[src/rtl/polarity_pkg.sv]
// rtl/polarity_pkg.sv - shared types and constants for the polarity-correcting serial receiver
//
// Purpose : state encoding, default sync word / widths, and a helper that
//           serialises a word MSB-first (bit index 0 is the first bit on the line).
// Ports   : none (package)
package polarity_pkg;

  typedef enum logic {
    HUNT = 1'b0,
    DATA = 1'b1
  } state_t;

  localparam int                    SYNC_W_DEF = 8;
  localparam logic [SYNC_W_DEF-1:0] SYNC_DEF   = 8'hA5;
  localparam int                    DATA_W_DEF = 8;

  // Returns the idx-th bit of word in transmit order (idx 0 = MSB).
  function automatic logic ser_bit(input logic [DATA_W_DEF-1:0] word, input int idx);
    logic [DATA_W_DEF-1:0] v;
    v = word << idx;
    return v[DATA_W_DEF-1];
  endfunction

endpackage

[src/rtl/polarity_sync_det.sv]
// rtl/polarity_sync_det.sv - sync-word shift register with true/inverted match detection
//
// Purpose : keeps the last SYNC_W-1 line bits plus a saturating fill count, and
//           flags, combinationally, when the bit arriving this cycle completes a
//           SYNC_W-bit window equal to SYNC (true) or ~SYNC (inverted).
// Ports   : clk, rst         - clock, synchronous active-high reset
//           i_din, i_din_valid - serial line bit and its qualifier
//           i_fill_clr       - zero the fill count (entry to HUNT)
//           o_match_true     - window after this bit equals SYNC
//           o_match_inv      - window after this bit equals ~SYNC
module polarity_sync_det
  import polarity_pkg::*;
#(
  parameter int                SYNC_W = SYNC_W_DEF,
  parameter logic [SYNC_W-1:0] SYNC   = SYNC_DEF
) (
  input  logic clk,
  input  logic rst,
  input  logic i_din,
  input  logic i_din_valid,
  input  logic i_fill_clr,
  output logic o_match_true,
  output logic o_match_inv
);

  localparam int FW = $clog2(SYNC_W + 1);

  // Only SYNC_W-1 history bits are stored; the incoming bit completes the window.
  logic [SYNC_W-2:0] r_sr;
  logic [FW-1:0]     r_fill;
  logic [SYNC_W-1:0] w_sr_next;
  logic [FW-1:0]     w_fill_next;
  logic              w_full;

  always_comb begin
    w_sr_next    = {r_sr, i_din};
    w_fill_next  = (r_fill == FW'(SYNC_W)) ? r_fill : r_fill + 1'b1;
    w_full       = i_din_valid && (w_fill_next == FW'(SYNC_W));
    o_match_true = w_full && (w_sr_next == SYNC);
    o_match_inv  = w_full && (w_sr_next == ~SYNC);
  end

  always_ff @(posedge clk) begin
    if (rst) begin
      r_sr   <= '0;
      r_fill <= '0;
    end else begin
      if (i_din_valid) begin
        r_sr <= w_sr_next[SYNC_W-2:0];
      end
      if (i_fill_clr) begin
        r_fill <= '0;
      end else if (i_din_valid) begin
        r_fill <= w_fill_next;
      end
    end
  end

endmodule

[src/rtl/polarity_rx.sv]
// rtl/polarity_rx.sv - serial receiver that detects line polarity from the sync word
//
// Purpose : hunts for SYNC or ~SYNC, latches line polarity, then deserialises
//           FRAME_WORDS payload words (re-inverted when needed) into a one-entry
//           valid/ready output register. Words completing while the register is
//           full and not being accepted are dropped and flagged in sticky overflow.
// Ports   : clk, rst            - clock, synchronous active-high reset
//           din, din_valid      - serial line bit (MSB first) and qualifier
//           out_data, out_valid, out_ready - corrected word output handshake
//           locked              - 1 while in DATA state
//           inverted            - polarity latched at the last sync
//           overflow            - sticky word-dropped flag
//           inv_syncs, flips    - optional sync statistics (POLARITY_RX_STATS_EN)
// Config  : define POLARITY_RX_STATS_EN to add the inv_syncs / flips counters.
module polarity_rx
  import polarity_pkg::*;
#(
  parameter int                SYNC_W      = SYNC_W_DEF,
  parameter logic [SYNC_W-1:0] SYNC        = SYNC_DEF,
  parameter int                DATA_W      = DATA_W_DEF,
  parameter int                FRAME_WORDS = 4
) (
  input  logic              clk,
  input  logic              rst,
  input  logic              din,
  input  logic              din_valid,
  output logic [DATA_W-1:0] out_data,
  output logic              out_valid,
  input  logic              out_ready,
  output logic              locked,
  output logic              inverted,
`ifdef POLARITY_RX_STATS_EN
  output logic [7:0]        inv_syncs,
  output logic [7:0]        flips,
`endif
  output logic              overflow
);

  localparam int BW = $clog2(DATA_W + 1);
  localparam int WW = $clog2(FRAME_WORDS + 1);

  state_t            r_state;
  state_t            w_state_next;
  logic [BW-1:0]     r_bit_cnt;
  logic [WW-1:0]     r_word_cnt;
  logic [DATA_W-2:0] r_acc;
  logic [DATA_W-1:0] r_out_data;
  logic              r_out_valid;
  logic              r_inverted;
  logic              r_overflow;

  logic              w_match_true;
  logic              w_match_inv;
  logic              w_sync_hit;
  logic              w_bit;
  logic [DATA_W-1:0] w_word;
  logic              w_word_done;
  logic              w_frame_done;
  logic              w_out_free;
  logic              w_load;
  logic              w_drop;

  polarity_sync_det #(
    .SYNC_W (SYNC_W),
    .SYNC   (SYNC)
  ) u_sync_det (
    .clk          (clk),
    .rst          (rst),
    .i_din        (din),
    .i_din_valid  (din_valid),
    .i_fill_clr   (w_frame_done),
    .o_match_true (w_match_true),
    .o_match_inv  (w_match_inv)
  );

  // Datapath decode shared by the FSM and the registers.
  always_comb begin
    w_sync_hit   = (r_state == HUNT) && (w_match_true || w_match_inv);
    w_bit        = din ^ r_inverted;
    w_word       = {r_acc, w_bit};
    w_word_done  = (r_state == DATA) && din_valid && (r_bit_cnt == BW'(DATA_W - 1));
    w_frame_done = w_word_done && (r_word_cnt == WW'(FRAME_WORDS - 1));
    // The single output slot is usable if empty or being drained this cycle.
    w_out_free   = !r_out_valid || out_ready;
    w_load       = w_word_done && w_out_free;
    w_drop       = w_word_done && !w_out_free;
  end

  // FSM: state register
  always_ff @(posedge clk) begin
    if (rst) begin
      r_state <= HUNT;
    end else begin
      r_state <= w_state_next;
    end
  end

  // FSM: next state
  always_comb begin
    w_state_next = r_state;
    case (r_state)
      HUNT:    if (w_sync_hit)   w_state_next = DATA;
      DATA:    if (w_frame_done) w_state_next = HUNT;
      default: w_state_next = HUNT;
    endcase
  end

  // FSM: outputs
  always_comb begin
    locked    = (r_state == DATA);
    inverted  = r_inverted;
    out_data  = r_out_data;
    out_valid = r_out_valid;
    overflow  = r_overflow;
  end

  always_ff @(posedge clk) begin
    if (rst) begin
      r_bit_cnt   <= '0;
      r_word_cnt  <= '0;
      r_acc       <= '0;
      r_out_data  <= '0;
      r_out_valid <= 1'b0;
      r_inverted  <= 1'b0;
      r_overflow  <= 1'b0;
    end else begin
      if (w_sync_hit) begin
        r_inverted <= w_match_inv;
        r_bit_cnt  <= '0;
        r_word_cnt <= '0;
      end

      if ((r_state == DATA) && din_valid) begin
        r_acc <= w_word[DATA_W-2:0];
        if (w_word_done) begin
          r_bit_cnt  <= '0;
          r_word_cnt <= w_frame_done ? '0 : r_word_cnt + 1'b1;
        end else begin
          r_bit_cnt <= r_bit_cnt + 1'b1;
        end
      end

      // A load in the same cycle as an accept keeps out_valid high with new data.
      if (w_load) begin
        r_out_data  <= w_word;
        r_out_valid <= 1'b1;
      end else if (r_out_valid && out_ready) begin
        r_out_valid <= 1'b0;
      end

      if (w_drop) begin
        r_overflow <= 1'b1;
      end
    end
  end

`ifdef POLARITY_RX_STATS_EN
  logic [7:0] r_inv_syncs;
  logic [7:0] r_flips;
  logic       r_seen_sync;

  // The first sync after reset has no predecessor, so it never counts as a flip.
  always_ff @(posedge clk) begin
    if (rst) begin
      r_inv_syncs <= '0;
      r_flips     <= '0;
      r_seen_sync <= 1'b0;
    end else if (w_sync_hit) begin
      r_seen_sync <= 1'b1;
      if (w_match_inv && (r_inv_syncs != 8'hFF)) begin
        r_inv_syncs <= r_inv_syncs + 8'd1;
      end
      if (r_seen_sync && (w_match_inv != r_inverted) && (r_flips != 8'hFF)) begin
        r_flips <= r_flips + 8'd1;
      end
    end
  end

  assign inv_syncs = r_inv_syncs;
  assign flips     = r_flips;
`endif

endmodule

[config.mk]
export PLATFORM = sky130hd
export DESIGN_NAME = polarity_rx
export DESIGN_NICKNAME = d
export VERILOG_FILES = /design/src/rtl/polarity_pkg.sv /design/src/rtl/polarity_sync_det.sv /design/src/rtl/polarity_rx.sv
export SDC_FILE = /design/constraint.sdc
export NUM_CORES = 1
export LEC_CHECK = 0
export ABC_AREA = 1
export CORE_MARGIN = 5
export CORE_UTILIZATION = 58
export DETAILED_ROUTE_END_ITERATION = 16
export PLACE_DENSITY_LB_ADDON = 0.12
export SYNTH_ARGS = -nofsm -noshare
export SYNTH_HDL_FRONTEND = slang
export SYNTH_SLANG_ARGS = --single-unit
[constraint.sdc]
create_clock -name clk -period 2.46 [get_ports clk]
set_clock_uncertainty 0.05 [all_clocks]
set_input_delay 0.369 -clock clk [delete_from_list [all_inputs] [get_ports clk]]
set_output_delay 0.369 -clock clk [all_outputs]
set_load 0.01 [all_outputs]
**Word-level counts from Yosys, hierarchy flattened**

Cells that the tools add are included.

- Register bits: 37
- Input bits: 5
- Output and inout bits: 12
- Logic and storage cells: 51

- $add $sub $neg: 3
- Eq/ne operators: 6
- Muxes and demuxes: 13
- Bitwise gates (word level): 2
- Reduce and logical (&&, ||, !) cells: 17

Operator list:

| kind | count |
|---|---|
| two-way mux 4 bit | 4 |
| two-way mux 3 bit | 4 |
| logical AND 1 bit | 10 |
| adder 4 x 1 -> 4 bit, second input constant | 2 |
| equality test 4 bit, second input constant | 2 |
| equality test 8 x 7 -> 1 bit, second input constant | 1 |
| equality test 8 bit, second input constant | 1 |
| equality test 4 x 3 -> 1 bit, second input constant | 1 |
| two-way mux 1 bit | 4 |
| nonzero test 2 bit | 2 |
| adder 3 x 1 -> 3 bit, second input constant | 1 |
| equality test 3 x 2 -> 1 bit, second input constant | 1 |
| logical NOT 1 bit | 2 |
| logical OR 1 bit | 2 |
| one-hot mux 1 bit (2 select lines) | 1 |
| OR reduction 2 bit | 1 |
| inverter 1 bit | 1 |
| bitwise XOR 1 bit | 1 |

**Longest topological paths before layout**

Gate-level depths: netlist (run 1).

- Word-level depth: 10
- Mapped depth: 10
- Depth with buffers taken out: 10

**Hierarchy**

Synthesis (run 1) repeated with hierarchy kept, for this count alone.

- Cell total of the unflattened synthesis: 220
- Area, all modules: 1636.6 um^2

Modules (own cells, without submodules):

| module | instances | cells an instance | area each (um^2) | seq. area each (um^2) |
|---|---|---|---|---|
| polarity_rx | 1 | 138 | 1072.3 | 520.5 |
| polarity_sync_det | 1 | 82 | 564.3 | 220.2 |

**Worst setup path after synthesis (run 1)**

OpenSTA, ideal clock, no wires.

- Path type: reg2reg
- Start: register u_sync_det.r_fill[0]
- End: register r_inverted (netlist: inverted)
- Library setup time: 0.114 ns
- Arrival: 1.327 ns
- Required time: 2.296 ns
- Setup slack: 0.969 ns
- Cell stages (with the launch flop): 9
- Buffers on the path: 0
- Clock period less this slack: 1.491 ns
- Cells stage by stage: dfxtp_1 inv_1 ha_1 nor2_1 nand3_2 nor2_4 nand3_4 a21oi_1 nor2_1

- Cells in the longest elaborated chain, start to end: 7
- Elaborated cells on any way between the ends: 9
- Classes of those cells: add/sub: 1; eq/ne: 2; mux: 1; reduce/logical: 5

Ends and longest elaborated chain:

| item | line | RTL |
|---|---|---|
| start: declaration | polarity_sync_det.sv:30 | `logic [FW-1:0] r_fill;` |
| start signal: assignment | polarity_sync_det.sv:54 | `r_fill <= w_fill_next;` |
| adder 4 x 1 -> 4 bit or equality test 4 bit (tied branches) | polarity_sync_det.sv:37 | `w_fill_next = (r_fill == FW'(SYNC_W)) ? r_fill : r_fill + 1'b1;` |
| two-way mux 4 bit * | polarity_sync_det.sv:37 |  |
| via u_sync_det.w_fill_next[1] | polarity_sync_det.sv:32 | `logic [FW-1:0] w_fill_next;` |
| equality test 4 bit * | polarity_sync_det.sv:38 | `w_full = i_din_valid && (w_fill_next == FW'(SYNC_W));` |
| logical AND 1 bit * | polarity_sync_det.sv:38 |  |
| logical AND 1 bit, on equally long branches | polarity_sync_det.sv:39, polarity_sync_det.sv:40 |  |
| logical OR 1 bit | polarity_rx.sv:78 | `w_sync_hit = (r_state == HUNT) && (w_match_true \|\| w_match_inv);` |
| logical AND 1 bit | polarity_rx.sv:78 |  |
| end signal: assignment | polarity_rx.sv:128 | `r_inverted <= w_match_inv;` |
| end: declaration | polarity_rx.sv:49 | `logic r_inverted;` |

Mark *: on every way through the listed nets, which the timed path passes. The rest lies on a longest branch.
A chain may end at the register's enable or synchronous reset.

**Final worst setup path (run 1)**

- Start: input port din_valid
- End: register r_out_data[6] (netlist: out_data[6])

- Cells in the longest elaborated chain, start to end: 3

Ends and longest elaborated chain:

| item | line | RTL |
|---|---|---|
| start: declaration | polarity_rx.sv:26 | `input logic din_valid,` |
| logical AND 1 bit (2 in series) | polarity_rx.sv:81 | `w_word_done = (r_state == DATA) && din_valid && (r_bit_cnt == BW'(DATA_W - 1));` |
| logical AND 1 bit | polarity_rx.sv:85 | `w_load = w_word_done && w_out_free;` |
| end signal: assignment | polarity_rx.sv:145 | `r_out_data <= w_word;` |
| end: declaration | polarity_rx.sv:47 | `logic [DATA_W-1:0] r_out_data;` |

No other way between the ends.

==> impl_metrics.tcl, run 1 <==
set metrics [dict create \
    rsz0062_at_grt "false" \
    fillers 240 \
    p_per_area_nw_per_um2 534 \
    initial_core_util_pct 59.7 \
    antenna_found_initial 0 \
    yosysSeqAreaShare_pct 45.8 \
    drt_iter0_markers 157 \
    final_util_pct 67.9 \
    cts_hold_buf 0 \
    vias 1379 \
    syn_inst 215 \
    startpoint_type "input pin" \
    power_frac_clock_pct 30.6 \
    placed_cells 256 \
    ant_nets 0 \
    clk_pin_slew_ns 0.11 \
    routed_via_density 5.22 \
    num_rows 19 \
    fin_cells 264 \
    hpwl_mm 2.28 \
    cp_slowest_cell "clkdlybuf4s50_1" \
    yosys_warnings 0 \
    wl_per_cell_um 11.9 \
    syn_avg_cell_area_um2 7.52 \
    hold_path.class "flip-flop to flip-flop" \
    dieArea_um2 3950 \
    fin_nets 241 \
    tightest_slew_ns 0.672 \
    swShare_pct 24.4 \
    ys_types 23 \
    reg2reg_depth 7 \
    die_height_um 62.8 \
    yosys.area.top_type "dfxtp_1" \
    finalCritPeriodShare_pct 76.2 \
    hold_depth 2 \
    grt_pass1_wl_mm 5.55 \
    antenna-diode-count 0 \
    tns_ns 0 \
    ios 17 \
    final_common_cell "nor2_1" \
    cp_num_buf_inv 3 \
    fin_area_um2 1840 \
    cp_cell_sequence "clkdlybuf4s50_1 > nand2_1 > inv_2 > nand4_4 > nor2_8 > inv_2 > nor2_1 > nor2_1" \
    critPathKind "input pin to flip-flop" \
    holdPathEnd "r_word_cnt[2]" \
    netlist_area_um2 1620 \
    synth_top_cell_area_share_pct 45.8 \
    dpl_cell_area_um2 1790 \
    coreArea_um2 2710 \
    grt_overflow 0 \
    synth_area_leaders "dfxtp_1 (46%), nor2_1 (9.7%), o21ai_0 (7.7%)" \
    grt_max_degree 28 \
    setup_viol 0 \
    io_buffers 16 \
    cp_slowest_stage_delay_ns 0.49 \
    final_cell_mix "nor2_1 (42), dfxtp_1 (37), nand2_1 (30)" \
    r2r_start "locked" \
    area.growth.synth_to_final_pct 13.8 \
    fmax_mhz 533 \
    fin_crit_ns 1.88 \
    clock_latency_ns 0.33 \
    power_mw 0.982 \
    drive_gt1_share_pct 8.15 \
    syn_nets 224 \
    p_leak_nw 0.757 \
    track_usage_pct 16.9 \
    rr_endpoint "out_data[6]" \
    post_cts_resized 0 \
    die_w_um 62.8 \
    first_pass_iters 4 \
    intPower_mw 0.743 \
    required_ns 2.64 \
    relSlewSlack_pct 55.1 \
    post_cts_buffers 0 \
    drcViolationCount 0 \
    outcome "completed" \
    end_kind "flip-flop" \
    worstHoldStart "r_word_cnt[2]" \
    power_switching_mw 0.240 \
    clock-root-buffer "clkbuf_4" \
    synth_seq_cells 37 \
    clock-sinks 37 \
    cts_max_level 2 \
    p_comb_share_pct 6.5 \
    hold_violations 0 \
    cts_tree "yes" \
    cts_buffer_depth 2 \
    drv_cap 0 \
    grt_pass1_vias 1323 \
    reg2reg_slack_ns 0.69 \
    pwr-share-seq_pct 62.9 \
    gp_congestion 0.819 \
    crit_family "buffers and inverters" \
    drt-total-wl_mm 3.15 \
    crit_arrival_ns 2.06 \
    cts_buffers 5 \
    slew_viol_final 0 \
    critPathMaxFanout 12 \
    irDropWorstVdd_mv 0.515 \
]
## per-layer routing
metal	GRT usage, %	vias up	wire [um]
met5	0	-	0
met4	6.90	0	41
met3	4.32	6	105
met2	29.1	23	1570
met1	19.8	627	1430
li1	-	723	-
## power groups by stage
stage          clock (mW)  combinational (mW)  sequential, mW
6_report            0.301              0.0636           0.618
5_1_grt             0.343              0.0740           0.620
4_1_cts             0.308              0.0641           0.618
3_5_place_dp            0              0.0635           0.632
3_3_place_gp            0              0.0618           0.630
2_1_floorplan           0              0.0494           0.629
## synthesized netlist by cell type (all sizes together)
master,count
o21a,1
ha,4
nand4,3
o21ai,25
a21oi,21
clkbuf,2
nand2,32
dfxtp,37
xnor2,1
buf,5
xor2,1
nor3,1
nor2,45
inv,24
nand3,13
## flip-flops by register name (all words and copies together), names as in the netlist, 3 cells and up
name,cells
u_sync_det.r_fill,4
u_sync_det.r_sr,7
out_data,8
r_bit_cnt,4
r_word_cnt,3
r_acc,7
## worst register-to-register path: cells and delay by family, from the launching register on
| family | cells | cell delay (ns) |
|---|---|---|
| DFF | 1 | 0.40 |
| and+or+nand+nor | 5 | 0.84 |
| buffers and inverters | 2 | 0.37 |
## logic make-up after synthesis
| family | share of synthesized area, % |
|---|---|
| compound gates | 14.7 |
| xor+xnor | 1.08 |
| fa+ha+maj | 3.09 |
| buf+inv | 7.73 |
| flops | 45.8 |
| simple gates | 27.6 |
## worst max path at each step
stage | slack, ns | endpoint | depth (start not counted) | from
final | 0.58 | out_data[6] | 8 | din_valid
after CTS | 0.58 | out_data[6] | 8 | din_valid
after global placement | 0.33 | out_data[5] | 8 | din_valid
after detailed placement | 0.24 | out_data[6] | 8 | din_valid
after floorplan | 0.97 | inverted | 8 | u_sync_det.r_fill[0]
after global routing | 0.43 | out_data[6] | 8 | din_valid
## layout make-up
class	instances	area [um2]	share of cell area, %
Inverter	24	90.1	4.89
Clock inverter	2	10.0	0.544
Tap cell	31	38.8	2.11
Sequential cell	37	741	40.2
Timing Repair Buffer	17	168	9.11
Clock buffer	6	41.3	2.24
Multi-Input combinational cell	147	752	40.9
## metrics by stage
stage | setup WS [ns] | hold slack (ns)
floorplan | 0.969 | 0.384
global placement | 0.326 | 0.403
detailed placement | 0.241 | 0.409
CTS | 0.575 | 0.424
global route | 0.430 | 0.457
finish | 0.585 | 0.421
Note: power is estimated with default switching activity, not from simulation.
==> run 2: changes to the inputs <==
--- a/config.mk
+++ b/config.mk
@@ -7,7 +7,7 @@
 export LEC_CHECK = 0
 export ABC_AREA = 1
 export CORE_MARGIN = 5
-export CORE_UTILIZATION = 58
+export CORE_UTILIZATION = 55
 export DETAILED_ROUTE_END_ITERATION = 16
 export PLACE_DENSITY_LB_ADDON = 0.12
 export SYNTH_ARGS = -nofsm -noshare
==> constraint.sdc (replaced) <==
create_clock -name clk -period 1.83 [get_ports clk]
set_clock_uncertainty 0.05 [all_clocks]
set_input_delay 0.2745 -clock clk [delete_from_list [all_inputs] [get_ports clk]]
set_output_delay 0.2745 -clock clk [all_outputs]
set_load 0.01 [all_outputs]
==> impl_metrics.tcl, run 2 (synthesized netlist as in run 1, its figures left out) <==
set metrics [dict create \
    slew_viol_final 0 \
    rsz0062_at_grt "false" \
    required_ns 1.51 \
    final_cell_mix "nor2_1 (42), dfxtp_1 (37), nand2_1 (30)" \
    fmax_mhz 618 \
    tightest_slew_ns 0.374 \
    reg2reg_slack_ns 0.21 \
    coreArea_um2 2780 \
    cp_slowest_stage_delay_ns 0.56 \
    pwr-share-seq_pct 54.6 \
    clock-root-buffer "clkbuf_4" \
    grt_max_degree 20 \
    gp_congestion 0.860 \
    initial_core_util_pct 58.2 \
    grt_pass1_wl_mm 5.58 \
    cts_max_level 2 \
    cts_buffer_depth 2 \
    rr_endpoint "inverted" \
    worst-path-stages 1 \
    outcome "completed" \
    crit_family "buffers and inverters" \
    tns_ns 0 \
    cp_num_buf_inv 1 \
    drt-total-wl_mm 3.21 \
    r2r_start "u_sync_det.r_fill[1]" \
    routed_via_density 5.31 \
    hpwl_mm 2.29 \
    dp_slack_ns 0.0822 \
    grt_overflow 0 \
    largest_register_ffs 8 \
    critPathMaxFanout 4 \
    antenna-diode-count 0 \
    end_kind "output port" \
    startpoint_type "flip-flop" \
    fin_crit_ns 1.62 \
    power_frac_clock_pct 38.9 \
    final_common_cell "nor2_1" \
    grt_pass1_vias 1296 \
    post_cts_buffers 0 \
    fin_nets 248 \
    critPathKind "flip-flop to output port" \
    swShare_pct 22.1 \
    worstHoldStart "r_word_cnt[2]" \
    num_rows 19 \
    die_height_um 64.2 \
    io_buffers 16 \
    reg2reg_depth 8 \
    cts_buffers 5 \
    clock_latency_ns 0.34 \
    drv_cap 0 \
    area.growth.synth_to_final_pct 19.3 \
    finalCritPeriodShare_pct 88.4 \
    clk_pin_slew_ns 0.11 \
    crit_arrival_ns 1.29 \
    worstSetupStartpoint "locked" \
    wl_per_cell_um 11.8 \
    drcViolationCount 0 \
    final_util_pct 69.4 \
    ios 17 \
    dieArea_um2 4130 \
    p_per_area_nw_per_um2 786 \
    hold_violations 0 \
    cts_tree "yes" \
    cp-endpoint "locked" \
    setup_viol 0 \
    ant_nets 0 \
    p_leak_nw 0.803 \
    antenna_found_initial 0 \
    drt_iter0_markers 157 \
    p_comb_share_pct 6.5 \
    relSlewSlack_pct 75.0 \
    drive_gt1_share_pct 11.3 \
    clock-sinks 37 \
    power_switching_mw 0.335 \
    timing.final.ws_setup_ns 0.213 \
    cts_hold_buf 0 \
    holdWs_ns 0.426 \
    track_usage_pct 16.7 \
    cp_cell_sequence "clkdlybuf4s50_1" \
    cp_slowest_cell "clkdlybuf4s50_1" \
    fillers 225 \
    post_cts_resized 0 \
    first_pass_iters 4 \
    vias 1438 \
    irDropWorstVdd_mv 0.590 \
    intPower_mw 1.18 \
    die_w_um 64.2 \
    hold_path.class "flip-flop to flip-flop" \
]
==> run 2: cell count changes in the layout (fill, tap and decap cells not counted), sizes merged <==
cell      change
buf           +7
clkinv        -2
bufinv        +1
clkinvlp      +1
==> run 2: cell type report <==
type | count | area (um2) | area share, %
Clock buffer | 6 | 51.3 | 2.66
Timing Repair Buffer | 24 | 220 | 11.4
Inverter | 24 | 90.1 | 4.67
Tap cell | 31 | 38.8 | 2.01
Sequential cell | 37 | 741 | 38.4
Clock inverter | 2 | 37.5 | 1.94
Multi-Input combinational cell | 147 | 752 | 39.0
==> run 2: per-layer routing <==
layer	track usage, %	part of all wire, %	wire length, um	vias up
li1	-	-	-	741
met1	20.0	46	1480	657
met2	27.4	48	1540	38
met3	6.13	5.4	173	2
met4	6.11	0.56	18	0
met5	0	0	0	-
==> run 2: worst min-delay path by stage <==
stage | end | cells past startpoint
6_report | r_word_cnt[2] | 2
5_1_grt | r_word_cnt[2] | 2
4_1_cts | r_word_cnt[2] | 2
3_5_place_dp | r_word_cnt[2] | 2
3_3_place_gp | r_word_cnt[2] | 2
2_1_floorplan | u_sync_det.r_sr[0] | 2
==> run 2: power by group through the flow <==
stage,combinational [mW],clock (mW),sequential [mW]
5_1_grt,0.109,0.650,0.831
6_report,0.0979,0.591,0.829
2_1_floorplan,0.0664,0,0.845
3_3_place_gp,0.0924,0,0.846
4_1_cts,0.0972,0.607,0.829
3_5_place_dp,0.0952,0,0.847
==> run 2: through the flow <==
| step | cell area (um2) | total power, mW | instances |
|---|---|---|---|
| finish | 1930 | 1.52 | 271 |
| global route | 1930 | 1.59 | 271 |
| CTS | 1930 | 1.53 | 271 |
| detailed placement | 1840 | 0.942 | 263 |
| global placement | 1840 | 0.939 | 263 |
| floorplan | 1620 | 0.912 | 215 |
==> RTL edit 1 (config.mk and constraints of run 1) <==
Add a define of `POLARITY_RX_STATS_EN`.
--- a/src/rtl/polarity_rx.sv
+++ b/src/rtl/polarity_rx.sv
@@ -13,4 +13,6 @@
 //           inv_syncs, flips    - optional sync statistics (POLARITY_RX_STATS_EN)
 // Config  : define POLARITY_RX_STATS_EN to add the inv_syncs / flips counters.
+`define POLARITY_RX_STATS_EN
+
 module polarity_rx
   import polarity_pkg::*;
Behaviour (old outputs only; new: flips and inv_syncs): unchanged (equiv_simple and equiv_induct, registers matched by name and starting in step).
==> RTL edit 1 against run 1 <==
Non-clock buffer count is 23 higher; sequential power is 44% higher; largest cell class unchanged; setup slack worse by 180 ps; routed wire length rose by 58%; power up 54%; sequential cell count grew 17; synthesized area rose by 56%; highest routed layer unchanged; design area is 66% higher.
==> RTL edit 1: results (changes against run 1) <==
stage;metric;value;unit;change
status;status;completed;;unchanged
layout;NonClk Buf Share;12.5;%;was 9.11%
synthesis;area share of the largest cell type after synthesis;42.8;%;was 45.8%
power;Pwr Density;496;nW/um2;was 534 nW/um2
placement;global placement routability congestion;0.833;;was 0.819
layout;fraction of area in multi-input gates;41.4;%;was 40.9%
critical_path;slowest cell on the critical path;dfxtp_1;;was clkdlybuf4s50_1
routing;Met2 Wirelength;2.37;mm;was 1.57 mm
placement;Port-buffer cells;32;;was 16
critical_path;crit-path max FO;9;;was 12
grt;vias in the first global route;2090;;was 1323
sta;Slew @ Worst Pin;472;ps;was 672 ps
power;worst ir drop on vdd;422;uV;was 515 uV
power;sequential power;892;uW;was 618 uW
power;Clock power frac;35.9;%;was 30.6%
synthesis;post-synth cell types;25;;was 23
routing;Routed WL;4.98;mm;was 3.15 mm
placement;Detail Placement HPWL;3.77;mm;was 2.28 mm
critical_path;Arr. time, crit path;2250;ps;was 2060 ps
placement;Setup WS pre-CTS;248;ps;was 241 ps
grt;largest net degree at the start of global routing;17;;was 28
layout;fraction of area in registers;35.5;%;was 40.2%
routing;Metal-1 WL;2.34;mm;was 1.43 mm
synthesis;syn_nets;363;;was 224
synthesis;synth top area cells;dfxtp_1, nand2_1, nor2_1;;was dfxtp_1, nor2_1, o21ai_0
layout;ClkCell Share;3.45;%;was 2.79%
layout;Inverters, non-clock;41;;was 24
layout;Signal buffers;40;;was 17
layout;Net count, final;403;;was 241
power;switching share of power;22.6;%;was 24.4%
grt;first-pass GRT wire length;8.87;mm;was 5.55 mm
layout;#MultiIn Comb;250;;was 147
layout;fraction of layout cells with a size suffix above 1;9.41;%;was 8.15%
critical_path;max incr delay on CP;410;ps;was 490 ps
==> RTL edit 1: kinds of logic after synthesis <==
kind of cell    after synthesis  share of synthesized area (%)
flops                        54                           42.8
simple gates                175                           32.4
xor+xnor                      6                           2.08
compound gates               63                           12.6
buf+inv                      48                           7.14
fa+ha+maj                     6                           2.97
==> RTL edit 1: per-stage QoR <==
stage               cells  hold WS [ps]
finish                445           412
global route          445           428
floorplan             352           396
detailed placement    437           400
CTS                   445           414
global placement      437           389
==> RTL edit 1: worst paths after layout <==
kind                            endpoint  slack (ps)            startpoint
worst min-delay path            overflow         410              overflow
worst min register to register  overflow         410              overflow
worst max register to register  flips[3]         410  u_sync_det.r_fill[0]
worst max-delay path            flips[3]         410  u_sync_det.r_fill[0]
==> RTL edit 1: critical path, delay by kind of cell, from the launching register on <==
| kind | cells | cell delay (ps) |
|---|---|---|
| simple gates | 10 | 1080 |
| flops | 1 | 410 |
| fa+ha+maj | 1 | 310 |
| buf+inv | 2 | 150 |
==> RTL edit 2 (flow settings as in run 1) <==
Made on the original files. Register the output `overflow`, with the module's reset; this adds one clock of latency there. The other outputs are not delayed to match.
--- a/src/rtl/polarity_rx.sv
+++ b/src/rtl/polarity_rx.sv
@@ -39,4 +39,6 @@
   localparam int BW = $clog2(DATA_W + 1);
   localparam int WW = $clog2(FRAME_WORDS + 1);
+
+  logic overflow_d;
 
   state_t            r_state;
@@ -112,5 +114,5 @@
     out_data  = r_out_data;
     out_valid = r_out_valid;
-    overflow  = r_overflow;
+    overflow_d = r_overflow;
   end
 
@@ -181,4 +183,12 @@
 `endif
 
+  always_ff @(posedge clk) begin
+    if (rst) begin
+      overflow <= '0;
+    end else begin
+      overflow <= overflow_d;
+    end
+  end
+
 endmodule
 
Formal check against the unedited RTL: no difference found for any inputs over 10 cycles, from zero or initial values and one cycle with rst high; that may be too few to reach the edited logic, so the function may still have changed.
==> RTL edit 2 against run 1 <==
Synthesized cell count is 0.47% higher; synthesized area is 1.2% lower; design area is 1.0% lower; setup slack worse by 12 ps; routed wire length is 4.1% lower; count of clock-buffer cells in the layout is 1 higher; power is 0.18% lower; non-clock buffer count stayed put; sequential share of layout area is 1.5 points higher; highest routed layer unchanged; largest cell class is now sequential cells; sequential cell count is 1 higher.
==> RTL edit 2: results (changes against run 1) <==
stage;metric;value;unit;change
power;Sw Pwr;225;uW;was 240 uW
clock_tree;PostCTS Resize Cnt;0;;unchanged
synthesis;sequential area share after synthesis;47.6;%;was 45.8%
routing;Max Used Layer;met4;;unchanged
synthesis;Synth top cells by count;nor2_1, dfxtp_1, nand2_1, inv_1, o21ai_0;;was nor2_1, dfxtp_1, nand2_1, o21ai_0
layout;Net count, final;242;;was 241
layout;fraction of layout cells with a size suffix above 1;5.15;%;was 8.15%
status;status;completed;;unchanged
grt;first-pass GRT wire length;5.26;mm;was 5.55 mm
placement;Detail Placement HPWL;2.24;mm;was 2.28 mm
routing;Metal-1 WL;1.33;mm;was 1.43 mm
synthesis;syn_nets;225;;was 224
critical_path;crit-path max FO;13;;was 12
sta;Slew @ Worst Pin;623;ps;was 672 ps
grt;GRT Total Usage;16.6;%;was 16.9%
routing;DRT iter0 DRCs;58;;was 157
power;worst ir drop on vdd;476;uV;was 515 uV
routing;vias post-DR;1377;;was 1379
grt;GRT overflow;0;;unchanged
routing;Met2 Wirelength;1.52;mm;was 1.57 mm
placement;Port-buffer cells;16;;unchanged
placement;global placement routability congestion;0.795;;was 0.819
critical_path;Arr. time, crit path;2070;ps;
clock_tree;CTS Buf Count;5;;unchanged
clock_tree;H-Tree Depth;2;;unchanged
grt;vias in the first global route;1200;;was 1323
floorplan;Core Box Area;2690;um2;was 2710 um2
floorplan;die area;3900;um2;was 3950 um2
placement;Post-DP Area;1780;um2;was 1790 um2
routing;DR WL/cell;11.4;um;was 11.9 um
grt;largest net degree at the start of global routing;27;;was 28
layout;Filler cells;241;;was 240
synthesis;post-synth cell types;20;;was 23
synthesis;synth top area cells;dfxtp_1, nor2_1, nand2_1;;was dfxtp_1, nor2_1, o21ai_0
clock_tree;root buf cell;clkbuf_4;;unchanged
power;Leak;0.000762;uW;was 0.000757 uW
routing;routed length on met3;113;um;was 105 um
floorplan;initial cell density of the core;59.5;%;was 59.7%
## RTL edit 2: cell count changes after synthesis, sizes merged, moves of 2 or more
cell / before / now
buf: 5 / 1
clkbuf: 2 / 6
nand2: 32 / 34
nand3: 13 / 10
nor2: 45 / 43
o21ai: 25 / 23
or2: 0 / 2
## RTL edit 2: area by class of cell
| cell class | instances | area (um2) | share of cell area [%] |
|---|---|---|---|
| Sequential cell | 38 | 761 | 41.8 |
| Clock buffer | 7 | 45.0 | 2.47 |
| Timing Repair Buffer | 17 | 168 | 9.20 |
| Multi-Input combinational cell | 146 | 716 | 39.3 |
| Tap cell | 31 | 38.8 | 2.13 |
| Inverter | 25 | 93.8 | 5.15 |
## RTL edit 2: path summary, 6_finish.rpt
kind	depth (start not counted)	from	end	slack, ps
hold reg to reg	2	overflow_d	overflow	390
setup reg to reg	8	r_bit_cnt[0]	out_data[3]	670
setup / recovery	8	din_valid	out_data[3]	570
hold / removal	2	overflow_d	overflow	390
## RTL edit 2: power by group through the flow
stage / combinational, uW / sequential [uW] / clock, uW
floorplan: 43.2 / 645 / 0
global placement: 56.3 / 647 / 0
detailed placement: 58.6 / 648 / 0
CTS: 59.0 / 633 / 298
global route: 66.2 / 636 / 330
finish: 58.6 / 633 / 289
## RTL edit 2: metrics by stage
step | hold WS [ps] | instances | worst slack [ps]
final | 388 | 264 | 573
after global routing | 412 | 264 | 405
after CTS | 390 | 264 | 583
after detailed placement | 376 | 257 | 212
after global placement | 374 | 257 | 321
after floorplan | 360 | 216 | 929
## RTL edit 2: critical path, cell delays in order
cell and delay (ps):
clkdlybuf4s50_1 490, nand2_2 170, nor3_4 350, inv_1 140, nor2_4 200, inv_1 160
nor2_1 130, nor2_1 60
## RTL edit 2: kinds of logic (layout without fill, tap and decap cells)
family / count (synthesis) / count (layout) / synth area share (%)
simple gates: 94 / 94 / 25.7
compound gates: 45 / 45 / 14.3
flops: 38 / 38 / 47.6
buf+inv: 32 / 49 / 7.60
fa+ha+maj: 4 / 4 / 3.13
xor+xnor: 3 / 3 / 1.64
## RTL edit 2: layer usage
layer	track usage, %	vias up
met4	7.16	0
met2	28.1	16
met3	5.58	7
met5	0	-
met1	18.8	629
li1	-	725
